**src/rtl/branch_offset_pack.sv**
```systemverilog
// Packs a branch target into a 16-bit word-offset immediate relative to pc + PC_INC.
// Three-state handshake: IDLE accepts, CALC computes, DONE holds the result.
module branch_offset_pack #(
    parameter int PC_INC = 4
) (
    input  logic        clk,
    input  logic        rst,
    input  logic        in_valid,
    output logic        in_ready,
    input  logic [31:0] pc,
    input  logic [31:0] target,
    output logic        out_valid,
    input  logic        out_ready,
    output logic [15:0] imm,
    output logic        misaligned,
    output logic        overflow
);

    typedef enum logic [1:0] {
        IDLE = 2'd0,
        CALC = 2'd1,
        DONE = 2'd2
    } state_t;

    localparam logic [31:0] INC = 32'(PC_INC);

    state_t      state_q, state_d;
    logic [31:0] pc_q, pc_d;
    logic [31:0] tgt_q, tgt_d;
    logic [15:0] imm_q, imm_d;
    logic        mis_q, mis_d;
    logic        ovf_q, ovf_d;
    logic [31:0] diff;

    // Plain 32-bit wrap-around; only the upper sign bits decide overflow.
    always_comb begin
        diff = tgt_q - (pc_q + INC);
    end

    always_comb begin
        state_d = state_q;
        pc_d    = pc_q;
        tgt_d   = tgt_q;
        imm_d   = imm_q;
        mis_d   = mis_q;
        ovf_d   = ovf_q;
        unique case (state_q)
            IDLE: begin
                if (in_valid) begin
                    pc_d    = pc;
                    tgt_d   = target;
                    state_d = CALC;
                end
            end
            CALC: begin
                imm_d   = diff[17:2];
                mis_d   = |diff[1:0];
                ovf_d   = !((&diff[31:17]) || !(|diff[31:17]));
                state_d = DONE;
            end
            DONE: begin
                if (out_ready) begin
                    state_d = IDLE;
                end
            end
            default: state_d = IDLE;
        endcase
    end

    always_ff @(posedge clk or posedge rst) begin
        if (rst) begin
            state_q <= IDLE;
            pc_q    <= '0;
            tgt_q   <= '0;
            imm_q   <= '0;
            mis_q   <= 1'b0;
            ovf_q   <= 1'b0;
        end else begin
            state_q <= state_d;
            pc_q    <= pc_d;
            tgt_q   <= tgt_d;
            imm_q   <= imm_d;
            mis_q   <= mis_d;
            ovf_q   <= ovf_d;
        end
    end

    assign in_ready   = (state_q == IDLE);
    assign out_valid  = (state_q == DONE);
    assign imm        = imm_q;
    assign misaligned = mis_q;
    assign overflow   = ovf_q;

endmodule

```
**config.mk**
```make
export PLATFORM = sky130hd
export DESIGN_NAME = branch_offset_pack
export DESIGN_NICKNAME = d
export VERILOG_FILES = /design/src/rtl/branch_offset_pack.sv
export SDC_FILE = /design/constraint.sdc
export NUM_CORES = 1
export LEC_CHECK = 0
export BUFFER_PORTS_ARGS = -buffer_cell sky130_fd_sc_hd__buf_2
export CAP_MARGIN = 20
export CORE_ASPECT_RATIO = 0.7
export CORE_UTILIZATION = 40
export CTS_BUF_LIST = sky130_fd_sc_hd__clkbuf_4
export CTS_CLUSTER_DIAMETER = 40
export DETAILED_ROUTE_END_ITERATION = 12
export SLEW_MARGIN = 10
export SYNTH_ARGS = -nofsm -noshare
export SYNTH_HDL_FRONTEND = slang
export SYNTH_SLANG_ARGS = --single-unit
```
**constraint.sdc**
```tcl
create_clock -name clk -period 10.1 [get_ports clk]
set_input_delay 1.515 -clock clk [delete_from_list [all_inputs] [get_ports clk]]
set_output_delay 1.515 -clock clk [all_outputs]
set_load 0.03 [all_outputs]
```
Word-level counts from Yosys, hierarchy flattened
Index checks and enable logic that the tools add are counted.

word-level totals
  logic and storage cells = 24
  register bits = 84

cells by class
  equality and inequality tests = 4
  add/sub/neg operators = 2
  muxes and demuxes = 3
  reduce and logical (&&, ||, !) cells = 9

operators with widths
  kind                                           count
  adder 32 x 3 -> 32 bit, second input constant  1
  subtractor 32 bit                              1
  AND reduction 15 bit                           1
  OR reduction 15 bit                            1
  one-hot mux 2 bit (3 select lines)             1
  2-to-1 mux 2 bit                               2
  AND reduction 2 bit                            2
  == test 2 x 1 -> 1 bit, second input constant  1
  == test 2 bit, second input constant           1
  logical NOT 1 bit                              2
  logical NOT 2 bit                              1
  != test 2 x 1 -> 1 bit, second input constant  1
  != test 2 bit, second input constant           1
  OR reduction 2 bit                             1
  logical OR 1 bit                               1

Longest topological paths before layout
Gate-level depths: netlist of run 1.

  depth after elaboration = 6
  depth in mapped cells = 15

Worst setup path before layout of run 1
No wires, ideal clock.

  kind = reg-to-reg
  from = register tgt_q[1]
  to = register ovf_q (netlist: overflow)
  library setup time = 0.130 ns
  data arrival time = 3.525 ns
  setup slack = 6.445 ns
  period minus slack after synthesis = 3.655 ns
  stages on the path, launching flop included = 14
  required time = 9.970 ns
  buffers on the path = 0
  cell sequence = dfrtp_1 ha_1 ha_1 fa_1 a21o_1 a221o_1 a21o_1 a221o_1 a31oi_1 xor2_1 or3_1 nor4_1 nand4_1 nor3b_1

between the ends
  longest elaborated chain between the ends = 5
  elaborated cells between the ends (all ways) = 6
  those cells by class = add/sub (1); reduce/logical (5)

RTL lines
  element                 line  source
  from (decl)             29    logic [31:0] tgt_q, tgt_d;
  from (signal assigned)  81    tgt_q <= tgt_d;
  subtractor 32 bit *     37    diff = tgt_q - (pc_q + INC);
  OR reduction 15 bit     58    ovf_d = !((&diff[31:17]) || !(|diff[31:17]));
  logical NOT 1 bit       58
  logical OR 1 bit *      58
  logical NOT 1 bit *     58
  to (signal assigned)    84    ovf_q <= ovf_d;
  to (decl)               32    logic ovf_q, ovf_d;

Mark *: on every way between the ends. The rest lies on a longest branch, timed or not.
A chain may end at the register's enable or synchronous reset.

Worst setup path in the final report of run 1
  from = register pc_q[1]
  to = register ovf_q (netlist: overflow)

between the ends
  longest elaborated chain between the ends = 6
  elaborated cells between the ends (all ways) = 7
  those cells by class = add/sub (2); reduce/logical (5)

RTL lines
  element                   line  source
  from (decl)               28    logic [31:0] pc_q, pc_d;
  from (signal assigned)    80    pc_q <= pc_d;
  adder 32 x 3 -> 32 bit *  37
  subtractor 32 bit *       37
  OR reduction 15 bit       58
  logical NOT 1 bit         58
  logical OR 1 bit *        58
  logical NOT 1 bit *       58

Marked as above.

==> results of run 1 <==
-- cell type report --
type,instances,area [um2]
clock buffers,10,75.1
clock inverters,6,55.1
fillers,1302,7000
inverters,99,373
multi-input cells,396,2860
flip-flops and latches,84,2100
well taps,185,231
repair buffers,91,485
-- placed cells by master, fill, tap and decap left out, types with 4 or more instances in the layout --
| cell type | synthesis | final |
|---|---|---|
| inv_1 | 99 | 98 |
| clkbuf_4 | 0 | 10 |
| ha_1 | 61 | 61 |
| o21ai_0 | 57 | 57 |
| a21o_1 | 7 | 7 |
| xor2_1 | 12 | 12 |
| nor2_1 | 15 | 15 |
| nand3_1 | 5 | 5 |
| a221o_1 | 4 | 4 |
| a211oi_1 | 4 | 4 |
| nand2b_1 | 5 | 5 |
| nor3_1 | 5 | 5 |
| xnor2_1 | 17 | 17 |
| o21a_1 | 4 | 4 |
| dfrtp_1 | 84 | 84 |
| o211ai_1 | 5 | 5 |
| or3_1 | 4 | 4 |
| a31oi_1 | 4 | 4 |
| nand2_1 | 79 | 79 |
| mux2_2 | 33 | 33 |
| a41oi_1 | 4 | 4 |
| a21oi_1 | 24 | 24 |
| buf_2 | 0 | 87 |
| nand4_1 | 9 | 9 |
| and3_1 | 7 | 7 |
-- sequential cells by signal, indices dropped and copies added, names as in the netlist --
signal / cells
misaligned: 1
imm: 16
overflow: 1
pc_q: 32
tgt_q: 32
state_q: 2
-- logic make-up (layout without fill, tap and decap cells) --
family,after synthesis,in the layout,synth area share
AOI/OAI and AO/OA,131,131,0.148
xor gates and xnor gates,29,29,0.0469
adders and majority gates,62,62,0.145
buffers and inverters,121,206,0.0839
DFF,84,84,0.388
muxes,33,33,0.0687
and+or+nand+nor,141,141,0.120
-- per-stage QoR --
stage / hold WS [ns] / instances
after floorplan: 0.485 / 601
after global placement: 0.458 / 854
after detailed placement: 0.463 / 854
after CTS: 0.496 / 870
after global routing: 0.523 / 871
final: 0.496 / 871
-- routing by layer --
metal | global-route usage | share of wire | wire length, um
met1 | 0.254 | 0.53 | 6210
met2 | 0.259 | 0.42 | 4870
met3 | 0.0419 | 0.035 | 411
met4 | 0.0418 | 0.013 | 146
met5 | 0 | 0 | 0
-- worst max-delay path by stage --
stage | from | endpoint | slack [ns]
finish | pc_q[1] | overflow | 6.02
global route | pc_q[1] | overflow | 5.77
CTS | tgt_q[1] | overflow | 6.03
detailed placement | pc_q[1] | overflow | 6.04
global placement | pc_q[1] | overflow | 6.19
floorplan | rst | imm[0] | 6.42
-- critical path: cells and delay by family, from the launching register on --
family          cells  cell delay [ns]
compound gates      5             1.51
buf+inv             1             0.05
simple gates        4             1.00
flops               1             0.35
fa+ha+maj           3             0.95
xor+xnor            1             0.12
==> qor.csv, run 1 <==
metric;value;unit
status;finished, final reports clean;
place_hpwl;8790;um
drive_above_1_share;0.206;
die_area;0.0140;mm2
num_vias;4271;
cts.sinks;84;
drt_pass1_iterations;4;
cts_setup_buffers;0;
cap_viol_max_count;0;
syn_to_final_growth;14.2;%
setup_tns;0;ns
synthCells;601;
crit_chain;inv_1, ha_1, ha_1, fa_1, a21o_1, a221o_1, a21o_1, a221o_1, a31oi_1, xor2_1, or3_1, nor4_1, nand4_1, nor3b_1;
skew;0.0131;ns
die_h;99.3;um
yosysWarningCount;0;
clk_pin_slew_worst_paths;0.14;ns
post-place-ws;6.04;ns
core;0.0132;mm2
grt_pass1_wl;19400;um
slowest_delay;0.41;ns
antenna_found_initial;0;
holdPathStages;2;
cp-start-kind;register;
grt_max_degree;97;
ctsResizeCount;0;
boundaryPins;88;
fin_crit_sh;0.404;
ys_seq_area_frac;0.388;
finalSetupViolations;0;
rows;35;
cts_buffer_depth;2;
rsz0062_at_grt;false;
cts_inserted_buffers;9;
fin_nets;811;
track_usage;0.174;
wl_per_cell;13.4;um
worstSetupPathType;register to register;
grt-ovfl-total;0;
hp-class;register to register;
clock.fmax;0.245;GHz
finalHoldViolCount;0;
worstPathRequired;10.44;ns
synth_flop_cell;dfrtp_1;
r2r_start;pc_q[1];
synth_most_common_cell;inv_1;
antenna_cells;0;
die_w;141;um
drc_errors;0;
cpMaxStageDelayCell;fa_1;
finalInstanceArea;0.00618;mm2
placed_cell_area;0.00602;mm2
ys_ff_latch;84;
synth_edf_count;0;
cts_hold_buf;0;
endpoint_kind;register;
cts.htree.levels;3;
yosys-top-cells-area;dfrtp_1, ha_1, inv_1;
gp_congestion;0.844;
worst-r2r-cell-count;14;
slew_headroom;0.362;
tightest_slew;0.957;ns
worst-r2r-setup-slack;6.02;ns
synth_top_area_share;0.388;
start_util;0.411;
critPathArrivalTime;4.42;ns
ys_types;44;
io_buffers;87;
ys_async_sr_fraction;1.00;
rr_endpoint;overflow;
syn-num-nets;731;
via_per_inst;4.90;
synth_top_cells_by_count;inv_1, dfrtp_1, nand2_1;
crit_fanout;4;
hold_end;imm[0];
wl;11600;um
cts_root_buf;clkbuf_4;
netlist_area;0.00541;mm2
post-route-util;0.469;
drtIter0Drc;147;
hold_start;imm[0];
grt_pass1_vias;4089;
yosysTopAreaCell;dfrtp_1;
min_period;4.08;ns
finalMaxSlewViolations;0;
drtAntennaViolNets;0;
cts_tree;built;
clk-insertion-delay-late;0.44;ns
final.setup.worst_slack;6.02;ns
syn_area_per_cell;9.00;um2
Power of run 1 is not shown: default switching activity piles up to over one toggle a cycle in this logic, so the estimate is an artifact.
==> run 2, diff against run 1 <==
==> constraint.sdc (replaced) <==
create_clock -name clk -period 4.2 [get_ports clk]
set_input_delay 0.63 -clock clk [delete_from_list [all_inputs] [get_ports clk]]
set_output_delay 0.63 -clock clk [all_outputs]
set_load 0.03 [all_outputs]
==> qor.csv, run 2 (same netlist as run 1, synthesis figures left out) <==
metric;value;unit;change
min_period;3.91;ns;-0.170 ns
place_hpwl;8720;um;-0.82%
finalSetupViolations;0;;unchanged
cap_viol_max_count;0;;unchanged
clk-insertion-delay-late;0.44;ns;about the same
die_area;0.0140;mm2;unchanged
antenna_found_initial;0;;unchanged
slew_headroom;0.374;;+0.0115
ctsResizeCount;0;;unchanged
finalInstanceArea;0.00625;mm2;+1.1%
io_buffers;87;;unchanged
grt_max_degree;97;;unchanged
drtIter0Drc;203;;+38%
finalHoldViolCount;0;;unchanged
r2r_start;tgt_q[1];;
tightest_slew;0.939;ns;-0.0173 ns
cp-startpoint;tgt_q[1];;
grt-ovfl-total;0;;unchanged
status;finished, final reports clean;;
wl_per_cell;13.1;um;-1.7%
hp-class;input pin to asynchronous set/reset pin;;
worstSetupPathType;register to register;;
fin_nets;811;;unchanged
crit_fanout;4;;unchanged
track_usage;0.176;;+0.00161
rows;35;;unchanged
via_per_inst;4.92;;+0.40%
mostFrequentLayoutCell;inv_1;;
fin_crit_sh;0.930;;+0.526
grt_pass1_wl;19700;um;+1.7%
setup_tns;0;ns;unchanged
rsz0062_at_grt;false;;
worstPathRequired;4.54;ns;-5.90 ns
wl;11400;um;-1.7%
cts_setup_buffers;0;;unchanged
cp-start-kind;register;;
drt_pass1_iterations;7;;+3
skew;0.0136;ns;+0.000529 ns
gp_congestion;0.819;;-2.9%
placed_cell_area;0.00602;mm2;unchanged
cts_buffer_depth;2;;unchanged
core;0.0132;mm2;unchanged
start_util;0.411;;unchanged
drc_errors;0;;unchanged
finalMaxSlewViolations;0;;unchanged
cts_root_buf;clkbuf_4;;
cts.sinks;84;;unchanged
most-common-layout-cells;inv_1, buf_2, dfrtp_1, nand2_1, ha_1;;
num_vias;4288;;+0.40%
cts_inserted_buffers;9;;unchanged
die_h;99.3;um;unchanged
critPathArrivalTime;4.24;ns;-0.18 ns
endpoint_kind;register;;
cts_tree;built;;
cts.htree.levels;3;;unchanged
drive_above_1_share;0.210;;+0.00437
boundaryPins;88;;unchanged
fillers;1278;;-1.8%
cts_hold_buf;0;;unchanged
die_w;141;um;unchanged
antenna_cells;0;;unchanged
grt_pass1_vias;4205;;+2.8%
clock.fmax;0.256;GHz;+4.4%
syn_to_final_growth;15.4;%;
clk_pin_slew_worst_paths;0.14;ns;about the same
drtAntennaViolNets;0;;unchanged
-- run 2: cell count changes in the layout (fill, tap and decap cells not counted) --
cell	previous run	this run
clkinv_1	2	0
bufinv_16	1	3
clkinvlp_4	1	0
clkbuf_4	10	11
a31oi_1	4	3
a31oi_4	0	1
-- run 2: path summary, 6_finish.rpt --
check	to	slack [ns]	cells past startpoint
min in group clk	tgt_q[6]	0.38	3
min reg2reg	imm[10]	0.49	2
max reg2reg	overflow	0.29	13
max	overflow	0.29	13
max in group asynchronous	imm[15]	3.45	3
min	pc_q[14]	0.11	2
-- run 2: area by class of cell --
cell class	instances	area, um2	share of cell area
Timing Repair Buffer	91	485	0.0777
Clock inverter	5	100	0.0160
Tap cell	185	231	0.0371
Multi-Input combinational cell	396	2870	0.460
Sequential cell	84	2100	0.336
Clock buffer	11	82.6	0.0132
Inverter	99	373	0.0597
-- run 2: metrics by stage --
step	utilization	cells	hold WS, ns	worst slack, ns
3_3_place_gp	0.457	854	0.458	0.321
4_1_cts	0.471	870	0.347	0.214
3_5_place_dp	0.457	854	0.469	0.248
2_1_floorplan	-	601	0.485	0.545
6_report	0.474	871	0.111	0.294
5_1_grt	0.474	871	0.0865	0.0383
-- run 2: critical path, cell delays in order, from the launching register on --
cell and delay, ns:
dfrtp_1 0.40, ha_1 0.28, ha_1 0.24, fa_1 0.40, a21o_1 0.20, a221o_1 0.37, a21o_1 0.22, a221o_1 0.39
xor2_1 0.19, or3_1 0.33, a2111oi_2 0.29, nand4_1 0.14, nor4b_1 0.27, nor3b_1 0.08
-- run 2: metal layers --
| metal | part of all wire | GRT usage |
|---|---|---|
| met5 | 0 | 0 |
| met4 | 0.010 | 0.0452 |
| met3 | 0.049 | 0.0429 |
| met2 | 0.42 | 0.260 |
| met1 | 0.52 | 0.256 |
Power of run 2 is left out for the same reason.
